--- src/rtl/wb_grf_writeback.sv ---
`default_nettype none
//==============================================================================
// Module      : wb_grf_writeback
// Description : Write-back stage.
//               - Decodes the W-stage instruction and selects the result.
//               - Writes the result into a 32x32 register file ($0 hardwired).
//               - Provides two D-stage read ports with same-cycle W->D bypass.
//               - Exports the write triple for forwarding.
//               - Tracks the retired-instruction count and the last retired PC.
//               Optional macro GRF_TRACE_EN prints one line per committed
//               register write.
// Revision    : 1.0 - initial release
//==============================================================================
module wb_grf_writeback #(
  parameter logic [31:0] PC_RESET = 32'h00003000,
  parameter int          NUM_REGS = 32
) (
  input  logic        clk,
  input  logic        reset,
  input  logic [31:0] W_Instr,
  input  logic [31:0] W_PC,
  input  logic [31:0] W_ALUResult,
  input  logic [31:0] W_EXTResult,
  input  logic [31:0] W_MemReadData,
  input  logic [31:0] W_ReadByteData,
  input  logic [4:0]  D_RsAddr,
  input  logic [4:0]  D_RtAddr,
  output logic [31:0] D_RsData,
  output logic [31:0] D_RtData,
  output logic        W_WriteEn,
  output logic [4:0]  W_WriteAddr,
  output logic [31:0] W_WriteData,
  output logic [31:0] RetireCount,
  output logic [31:0] LastPC
);

  localparam logic [5:0] c_OP_SPECIAL = 6'h00;
  localparam logic [5:0] c_OP_ORI     = 6'h0d;
  localparam logic [5:0] c_OP_LUI     = 6'h0f;
  localparam logic [5:0] c_OP_LW      = 6'h23;
  localparam logic [5:0] c_OP_LB      = 6'h20;
  localparam logic [5:0] c_OP_JAL     = 6'h03;
  localparam logic [5:0] c_FN_ADDU    = 6'h21;
  localparam logic [5:0] c_FN_SUBU    = 6'h23;
  localparam logic [4:0] c_RA         = 5'd31;

  logic [5:0]  w_opcode;
  logic [5:0]  w_funct;
  logic [4:0]  w_rt;
  logic [4:0]  w_rd;
  logic        w_dec_we;
  logic [4:0]  w_dec_addr;
  logic [31:0] w_dec_data;
  logic [31:0] r_regs [NUM_REGS];
  logic [31:0] r_retire_count;
  logic [31:0] r_last_pc;

  assign w_opcode = W_Instr[31:26];
  assign w_rt     = W_Instr[20:16];
  assign w_rd     = W_Instr[15:11];
  assign w_funct  = W_Instr[5:0];

  // Decode the destination register and pick the result source.
  always_comb begin
    w_dec_we   = 1'b0;
    w_dec_addr = 5'd0;
    w_dec_data = 32'd0;
    case (w_opcode)
      c_OP_SPECIAL: begin
        if (w_funct == c_FN_ADDU || w_funct == c_FN_SUBU) begin
          w_dec_we   = 1'b1;
          w_dec_addr = w_rd;
          w_dec_data = W_ALUResult;
        end
      end
      c_OP_ORI: begin
        w_dec_we   = 1'b1;
        w_dec_addr = w_rt;
        w_dec_data = W_ALUResult;
      end
      c_OP_LUI: begin
        w_dec_we   = 1'b1;
        w_dec_addr = w_rt;
        w_dec_data = W_EXTResult;
      end
      c_OP_LW: begin
        w_dec_we   = 1'b1;
        w_dec_addr = w_rt;
        w_dec_data = W_MemReadData;
      end
      c_OP_LB: begin
        w_dec_we   = 1'b1;
        w_dec_addr = w_rt;
        w_dec_data = W_ReadByteData;
      end
      c_OP_JAL: begin
        w_dec_we   = 1'b1;
        w_dec_addr = c_RA;
        w_dec_data = W_PC + 32'd8;
      end
      default: begin
        w_dec_we   = 1'b0;
      end
    endcase
  end

  // Writes to $0 and writes while in reset are suppressed at the source, so
  // the forwarding unit never sees a phantom producer.
  assign W_WriteEn   = reset & w_dec_we & (w_dec_addr != 5'd0);
  assign W_WriteAddr = W_WriteEn ? w_dec_addr : 5'd0;
  assign W_WriteData = W_WriteEn ? w_dec_data : 32'd0;

  generate
    for (genvar i = 0; i < NUM_REGS; i++) begin : g_regs
      if (i == 0) begin : g_zero
        assign r_regs[i] = 32'd0;
      end else begin : g_reg
        // One register: async clear, load when it is the write target.
        always_ff @(posedge clk or negedge reset) begin
          if (!reset) begin
            r_regs[i] <= 32'd0;
          end else if (W_WriteEn && (W_WriteAddr == 5'(i))) begin
            r_regs[i] <= W_WriteData;
          end
        end
      end
    end
  endgenerate

  // Read port 1: zero for $0 or reset, bypass on address match, else array.
  always_comb begin
    D_RsData = 32'd0;
    if (!reset || D_RsAddr == 5'd0) begin
      D_RsData = 32'd0;
    end else if (W_WriteEn && D_RsAddr == W_WriteAddr) begin
      D_RsData = W_WriteData;
    end else if (int'(D_RsAddr) < NUM_REGS) begin
      D_RsData = r_regs[D_RsAddr];
    end
  end

  // Read port 2: same priority as port 1, both may bypass together.
  always_comb begin
    D_RtData = 32'd0;
    if (!reset || D_RtAddr == 5'd0) begin
      D_RtData = 32'd0;
    end else if (W_WriteEn && D_RtAddr == W_WriteAddr) begin
      D_RtData = W_WriteData;
    end else if (int'(D_RtAddr) < NUM_REGS) begin
      D_RtData = r_regs[D_RtAddr];
    end
  end

  // Retire tracking: every non-nop instruction leaving W counts.
  always_ff @(posedge clk or negedge reset) begin
    if (!reset) begin
      r_retire_count <= 32'd0;
      r_last_pc      <= PC_RESET;
    end else if (W_Instr != 32'd0) begin
      r_retire_count <= r_retire_count + 32'd1;
      r_last_pc      <= W_PC;
    end
  end

  assign RetireCount = r_retire_count;
  assign LastPC      = r_last_pc;

`ifdef GRF_TRACE_EN
  // Commit trace; W_WriteEn already excludes $0 and reset-low cycles.
  always @(posedge clk) begin
    if (reset && W_WriteEn) begin
      $display("@%h: $%d <= %h", W_PC, W_WriteAddr, W_WriteData);
    end
  end
`endif

endmodule
`default_nettype wire

--- config.mk ---
export PLATFORM = sky130hd
export DESIGN_NAME = wb_grf_writeback
export DESIGN_NICKNAME = d
export VERILOG_FILES = /design/src/rtl/wb_grf_writeback.sv
export SDC_FILE = /design/constraint.sdc
export NUM_CORES = 2
export LEC_CHECK = 0
export CORE_ASPECT_RATIO = 0.7
export CORE_MARGIN = 8
export CORE_UTILIZATION = 44
export DETAILED_ROUTE_END_ITERATION = 8
export PLACE_DENSITY_LB_ADDON = 0.3
export REMOVE_ABC_BUFFERS = 1
export SYNTH_ARGS = -nofsm -noshare
export SYNTH_HDL_FRONTEND = slang
export SYNTH_SLANG_ARGS = --single-unit
export TNS_END_PERCENT = 100
--- constraint.sdc ---
create_clock -name clk -period 6.15 [get_ports clk]
set_input_delay 1.23 -clock clk [delete_from_list [all_inputs] [get_ports clk]]
set_output_delay 1.23 -clock clk [all_outputs]
set_load 0.02 [all_outputs]
# Word-level counts from Yosys, hierarchy flattened
# Index checks and enable logic that the tools add are counted.
[word_totals] ff_bits=1056 inputBits=204 out_inout_bits=166 word_cells=143
[classes] addsub=2 order_cmp=2 n_eq_ne=40 n_mux=18 bitwise=4 reduce_logical=44
[op_table] cell="$bmux 32 s5" n=2
[op_table] cell="$mux 32" n=10
[op_table] cell="$pmux 32 s6" n=1
[op_table] cell="$eq 5x5->1 const B" n=16
[op_table] cell="$eq 5x4->1 const B" n=8
[op_table] cell="$logic_and 1x1->1" n=33
[op_table] cell="$add 32x1->32 const B" n=1
[op_table] cell="$add 32x4->32 const B" n=1
[op_table] cell="$reduce_bool 32->1" n=1
[op_table] cell="$eq 6x6->1 const B" n=4
[op_table] cell="$eq 5x3->1 const B" n=4
[op_table] cell="$pmux 5 s3" n=1
[op_table] cell="$eq 6x4->1 const B" n=2
[op_table] cell="$ge 6x6->1 const B" n=2
[op_table] cell="$not 5->6" n=2
[op_table] cell="$eq 5x2->1 const B" n=2
[op_table] cell="$eq 5x5->1" n=2
[op_table] cell="$logic_not 5->1" n=2
[op_table] cell="$mux 5" n=2
[op_table] cell="$eq 6x2->1 const B" n=1
[op_table] cell="$logic_not 6->1" n=1
[op_table] cell="$eq 5x1->1 const B" n=1
[op_table] cell="$reduce_bool 5->1" n=1
[op_table] cell="$reduce_or 5->1" n=1
[op_table] cell="other kinds (6)" n=9

# Longest topological paths before layout
[depth] word_depth=11 mapped_depth=11 ltp_nobuf=8

# Worst setup path after synthesis
# No wires, ideal clock.
[synth_timing] path_type="in2out" startpoint="in D_RsAddr[0]" endpoint="out D_RsData[19]" t_arrival_ns=3.923 required_time_ns=4.920 path_slack_ns=0.997 stages=8 path_buffers=3 path_cell_list="clkbuf_1 > clkbuf_1 > buf_1 > mux4_2 > mux4_2 > nor2_1 > nor3_1 > mux2_1"
[synth_via] elab_chain_cells=6 elab_cells_between_ends=10 cone_classes="eq/ne (1); mux (5); bitwise (1); reduce/logical (3)"
[synth_rtl] item="start, declared" line="26" source="input logic [4:0] D_RsAddr,"
[synth_rtl] item="$not 5->6 (implied by the code)" line="138" source="D_RsData = r_regs[D_RsAddr];"
[synth_rtl] item="$bmux 32 s5" line="138"
[synth_rtl] item="$mux 32 (implied by the code) (2 in series)" line="138"
[synth_rtl] item="$mux 32" line="135" source="end else if (W_WriteEn && D_RsAddr == W_WriteAddr) begin"
[synth_rtl] item="$mux 32 (*)" line="133" source="if (!reset || D_RsAddr == 5'd0) begin"
[synth_rtl] item="end, declared" line="28" source="output logic [31:0] D_RsData,"
# Mark *: on every way between the ends. The rest lies on a longest branch, timed or not. The select of a mux whose other input is x is not followed.

# Final worst setup path
[layout_timing] startpoint="in W_Instr[29]" endpoint="out D_RsData[11]"
[layout_via] elab_chain_cells=10 elab_cells_between_ends=20 cone_classes="eq/ne (6); mux (7); bitwise (2); reduce/logical (5)"
[layout_rtl] item="start, declared" line="20" source="input logic [31:0] W_Instr,"
[layout_rtl] item="$eq 6x6->1 (tied with other cells)" line="68" source="case (w_opcode)"
[layout_rtl] item="$reduce_or 4->1 (no source line) / $reduce_or 5->1 (equally long branches)"
[layout_rtl] item="$pmux 5 s3 / $pmux 1 s2 (equally long branches)" line="68"
[layout_rtl] item="$reduce_bool 5->1 / $and 1x1->1 (equally long branches)" line="109" source="assign W_WriteEn = reset & w_dec_we & (w_dec_addr != 5'd0);"
[layout_rtl] item="$and 1x1->1" line="109"
[layout_rtl] item="$mux 5" line="110" source="assign W_WriteAddr = W_WriteEn ? w_dec_addr : 5'd0;"
[layout_rtl] item="$eq 5x5->1" line="135"
[layout_rtl] item="$logic_and 1x1->1" line="135"
[layout_rtl] item="$mux 32 (*)" line="135"
[layout_rtl] item="$mux 32 (*)" line="133"
# Mark *: on every way between the ends. The rest lies on a longest branch, timed or not.

==> summary.md <==
| Metric | Value |
|---|---|
| Setup_tns | -0.03354 ns |
| Critical path class | in2out |
| Post-Synthesis Cell Area | ~59000 um^2 |
| Dpl ws | -0.1428 ns |
| Fin cells | 6165 |
| Violated checks | setup timing |
| Largest net degree at the start of global routing | between 150 and 200 |
| Global-route wire length before repair | approximately 300 mm |
| HPWL after DPL | roughly 130 mm |
| Slew Limit Fails | 0 |
| GRT Util Overall | about 28% |
| Area grow syn2layout | 19.49% |
| Core box area | 132700 um^2 |
| Post-layout util | roughly 53% |
| Final nets | 4512 |
| H-Tree Depth | 3 |
| Worst r2r dst | RetireCount[31] |
| Ys async rst share | 100.0% |
| PortBufs | 369 |
| Clk Latency, worst-skew pair | between 0.7 and 0.8 ns |
| DR vias | 39.88k |
| Root Buffer | clkbuf_16 |
| HP Class | in2async |
| Post-synth EDFFs | 0 |
| Cell row count | 112 |
| Tmin final | 6.183 ns |
| Synth Area in Compound Gates | between 2 and 3% |
| Worst R2R Start | RetireCount[12] |
| Number of global-route vias before repair | between 40k and 50k |
| PwrDens | 218.9 nW/um^2 |
| IO Pins | 370 |
| Routed wire length per instance | 33.37 um |
| Outcome | complete, but fails checks |
| Worst EP arrival | 4.95 ns |
| Placer Congestion | 0.9064 |
| CTS tree | yes |
| CP Max Fanout | 12 |
| Clock sinks | between 1k and 1.5k |
| Static Leakage | approximately 0.032 uW |
| Final WL | 205.8 mm |
| Ys flop type | dfrtp_1 |
| Critical path required time | ~5 ns |
| Drc violations | 0 |
| Adder-Cell Fraction of Synth Area | 0.04275% |
| Cell count after synthesis | around 4k |
| Final Cycle Share | 100.5% |
| Vias/cell | 6.468 |
| Unrepaired setup endpoints after global routing | no |
| Hold slack | ~0.35 ns |
| FMAX | approximately 160 MHz |
| Synth Area in Simple Gates | 3.988% |
| Max-cap violations | 0 |
| Worst-path clk slew | roughly 0.070 ns |
| Final hold violations | 0 |
| CTS Buf Count | around 100 |
| Starting Density | 44.11% |
| Grt total ovfl | 0 |
| Synth Register Bits | 1056 |
| Yosys cell types | 62 |
| Worst setup EP type | output pin |
| Setup ws final | -0.03303 ns |
| Peak VDD IR | approximately 200 uV |
| R2R cell count | 7 |
| Die area | about 150000 um^2 |
| First-pass detailed-route iteration total | 7 |
| Placed cells | 5960 |
| Yosys warning total | 0 |
| Die Y | between 300 and 400 um |
| Worst-Margin Slew | around 1.3 ns |
| Die Width | between 400 and 500 um |
| Initial antenna violation count | 10 |
| Main combinational cell family by area after synthesis | multiplexers |
| Post-DRT Antenna Nets | 0 |
| Initial DRC count | 4314 |
| CTS hold repair buffers | 0 |
| Clk_skew | between 0.01 and 0.015 ns |
| Layout cell share with drive strength beyond 1 | between 40% and 50% |
| Final setup vio count | 2 |
| Deepest clock path buffer count | 3 |
| Reg2reg setup slack | approximately 3.5 ns |
| Slew HR | between 10% and 20% |
| Post-synthesis mux area share | between 40% and 50% |
| Fraction of synthesized cell area in xor and xnor cells | less than 1% |
| Syn_area_per_cell | approximately 15 um^2 |
| Register area share after synthesis | a little under half |
| Startpoint types | input pin |
==> state kept, by name, indices dropped and copies added (netlist names) <==
register	count
RetireCount	32
r_regs	992
LastPC	32
==> kinds of logic (layout without fill, tap and decap cells) <==
group	count (synthesis)	in the layout
multiplexers	1726	1726
other	0	5
buffers and inverters	430	855
adder cells (fa/ha/maj)	2	2
flip-flops	1056	1056
AND/OR/NAND/NOR	496	496
XOR/XNOR	52	52
AO/OA/AOI/OAI	206	206
==> critical path, stage by stage <==
cell and delay, ns:
clkdlybuf4s50_1 0.51, or4b_4 0.59, buf_4 0.17, nor3_4 0.27, o21ai_1 0.20, nand3_1 0.13, nor4b_1 0.39, nand4_1 0.20
buf_4 0.26, buf_12 0.19, mux2i_1 0.16, clkdlybuf4s50_1 0.63
==> worst max path at each step <==
stage,start,endpoint,slack [ns],cells past startpoint
global placement,W_Instr[18],D_RsData[14],-0.15,11
floorplan,W_Instr[31],D_RtData[10],-1.19,6
global route,W_Instr[29],D_RtData[13],0.003,12
CTS,W_Instr[29],D_RtData[1],0.04,11
finish,W_Instr[29],D_RsData[11],-0.03,12
detailed placement,W_Instr[18],D_RsData[14],-0.14,11
==> synthesized netlist by cell type (all sizes together), types with 5 or more instances <==
library cell	n	share of area, %
dfrtp	1054	45
a31oi	26	0.28
nand2	140	0.90
or3	52	0.57
o2bb2ai	62	0.93
nor2	170	1.1
buf	189	1.7
nand4	19	0.20
o31a	7	0.10
a21oi	20	0.18
nor3	27	0.24
mux2	1033	20
a211oi	12	0.15
mux2i	117	2.0
o21ai	24	0.21
clkbuf	221	1.4
a222oi	27	0.46
mux4	576	22
inv	20	0.13
a22oi	6	0.077
nand3	29	0.25
a21boi	6	0.077
and4	9	0.13
nor4	14	0.15
and2	5	0.053
or2	8	0.085
xnor2	39	0.58
xor2	13	0.19
==> stage by stage <==
step	total power [uW]	instance area, um^2
after floorplan	7428	56720
after global placement	8291	65980
after detailed placement	8293	65980
after CTS	15420	69790
after global routing	15750	69950
final	15310	69950
==> area by class of cell <==
cell class | instances | area [um^2]
repair buffers | 642 | 6681
diodes | 5 | 12.51
multi-input cells | 2482 | 30730
flip-flops and latches | 1056 | 26430
well taps | 1767 | 2211
fillers | 10910 | 62760
clock inverters | 48 | 764.5
inverters | 20 | 85.08
clock buffers | 145 | 3039
==> cell usage in the layout, fill, tap and decap left out, types with 6 or more instances in the layout <==
master           count
nand2_1            131
nor4_1              14
inv_6                7
xnor2_1             39
buf_12              67
o21ai_0             20
clkbuf_16          106
mux2i_1            117
bufinv_16           18
or3_1               50
mux2_4              13
nand2_2              9
buf_4              209
clkbuf_8            26
mux4_2             576
a22oi_1              6
nand3_1             29
nand4_1             19
or2_2                7
a31oi_4              8
clkbuf_1            15
a21oi_2              8
mux2_2            1005
clkdlybuf4s50_1    321
inv_1               13
a31oi_2             17
dfrtp_1           1054
nor2_1             148
o2bb2ai_1           62
clkinv_2            18
nor3_1              25
dlymetal6s2s_1      34
o31a_1               7
a211oi_1            12
mux2_1              15
xor2_1              13
and4_1               8
nor2_4              22
a222oi_1            27
a21oi_1             12
==> layer usage <==
layer  vias up  part of all wire, %  wire length (um)  GRT usage, %
met2      1834                   45             92880         42.42
met1     21600                   41             84360         38.81
met4         2                  5.6             11450         12.84
li1      16010                    -                 -             -
met5         -               0.0058                12             0
met3       427                  8.3             17040         6.377
==> report_power, final <==
group          internal (uW)  leakage (uW)  switching (uW)  total (uW)
Sequential              6960        0.0147            6.85        6960
Combinational            454        0.0150             740        1190
Clock                   4220       0.00187            2930        7150
==> timing repair <==
action	4_1_cts	5_1_grt
setup endpoints to repair	42	50
pin swaps	1	1
gates cloned	0	0
resized for setup	2	37
setup buffers	1	6
Power figures use the tool's default switching activity.
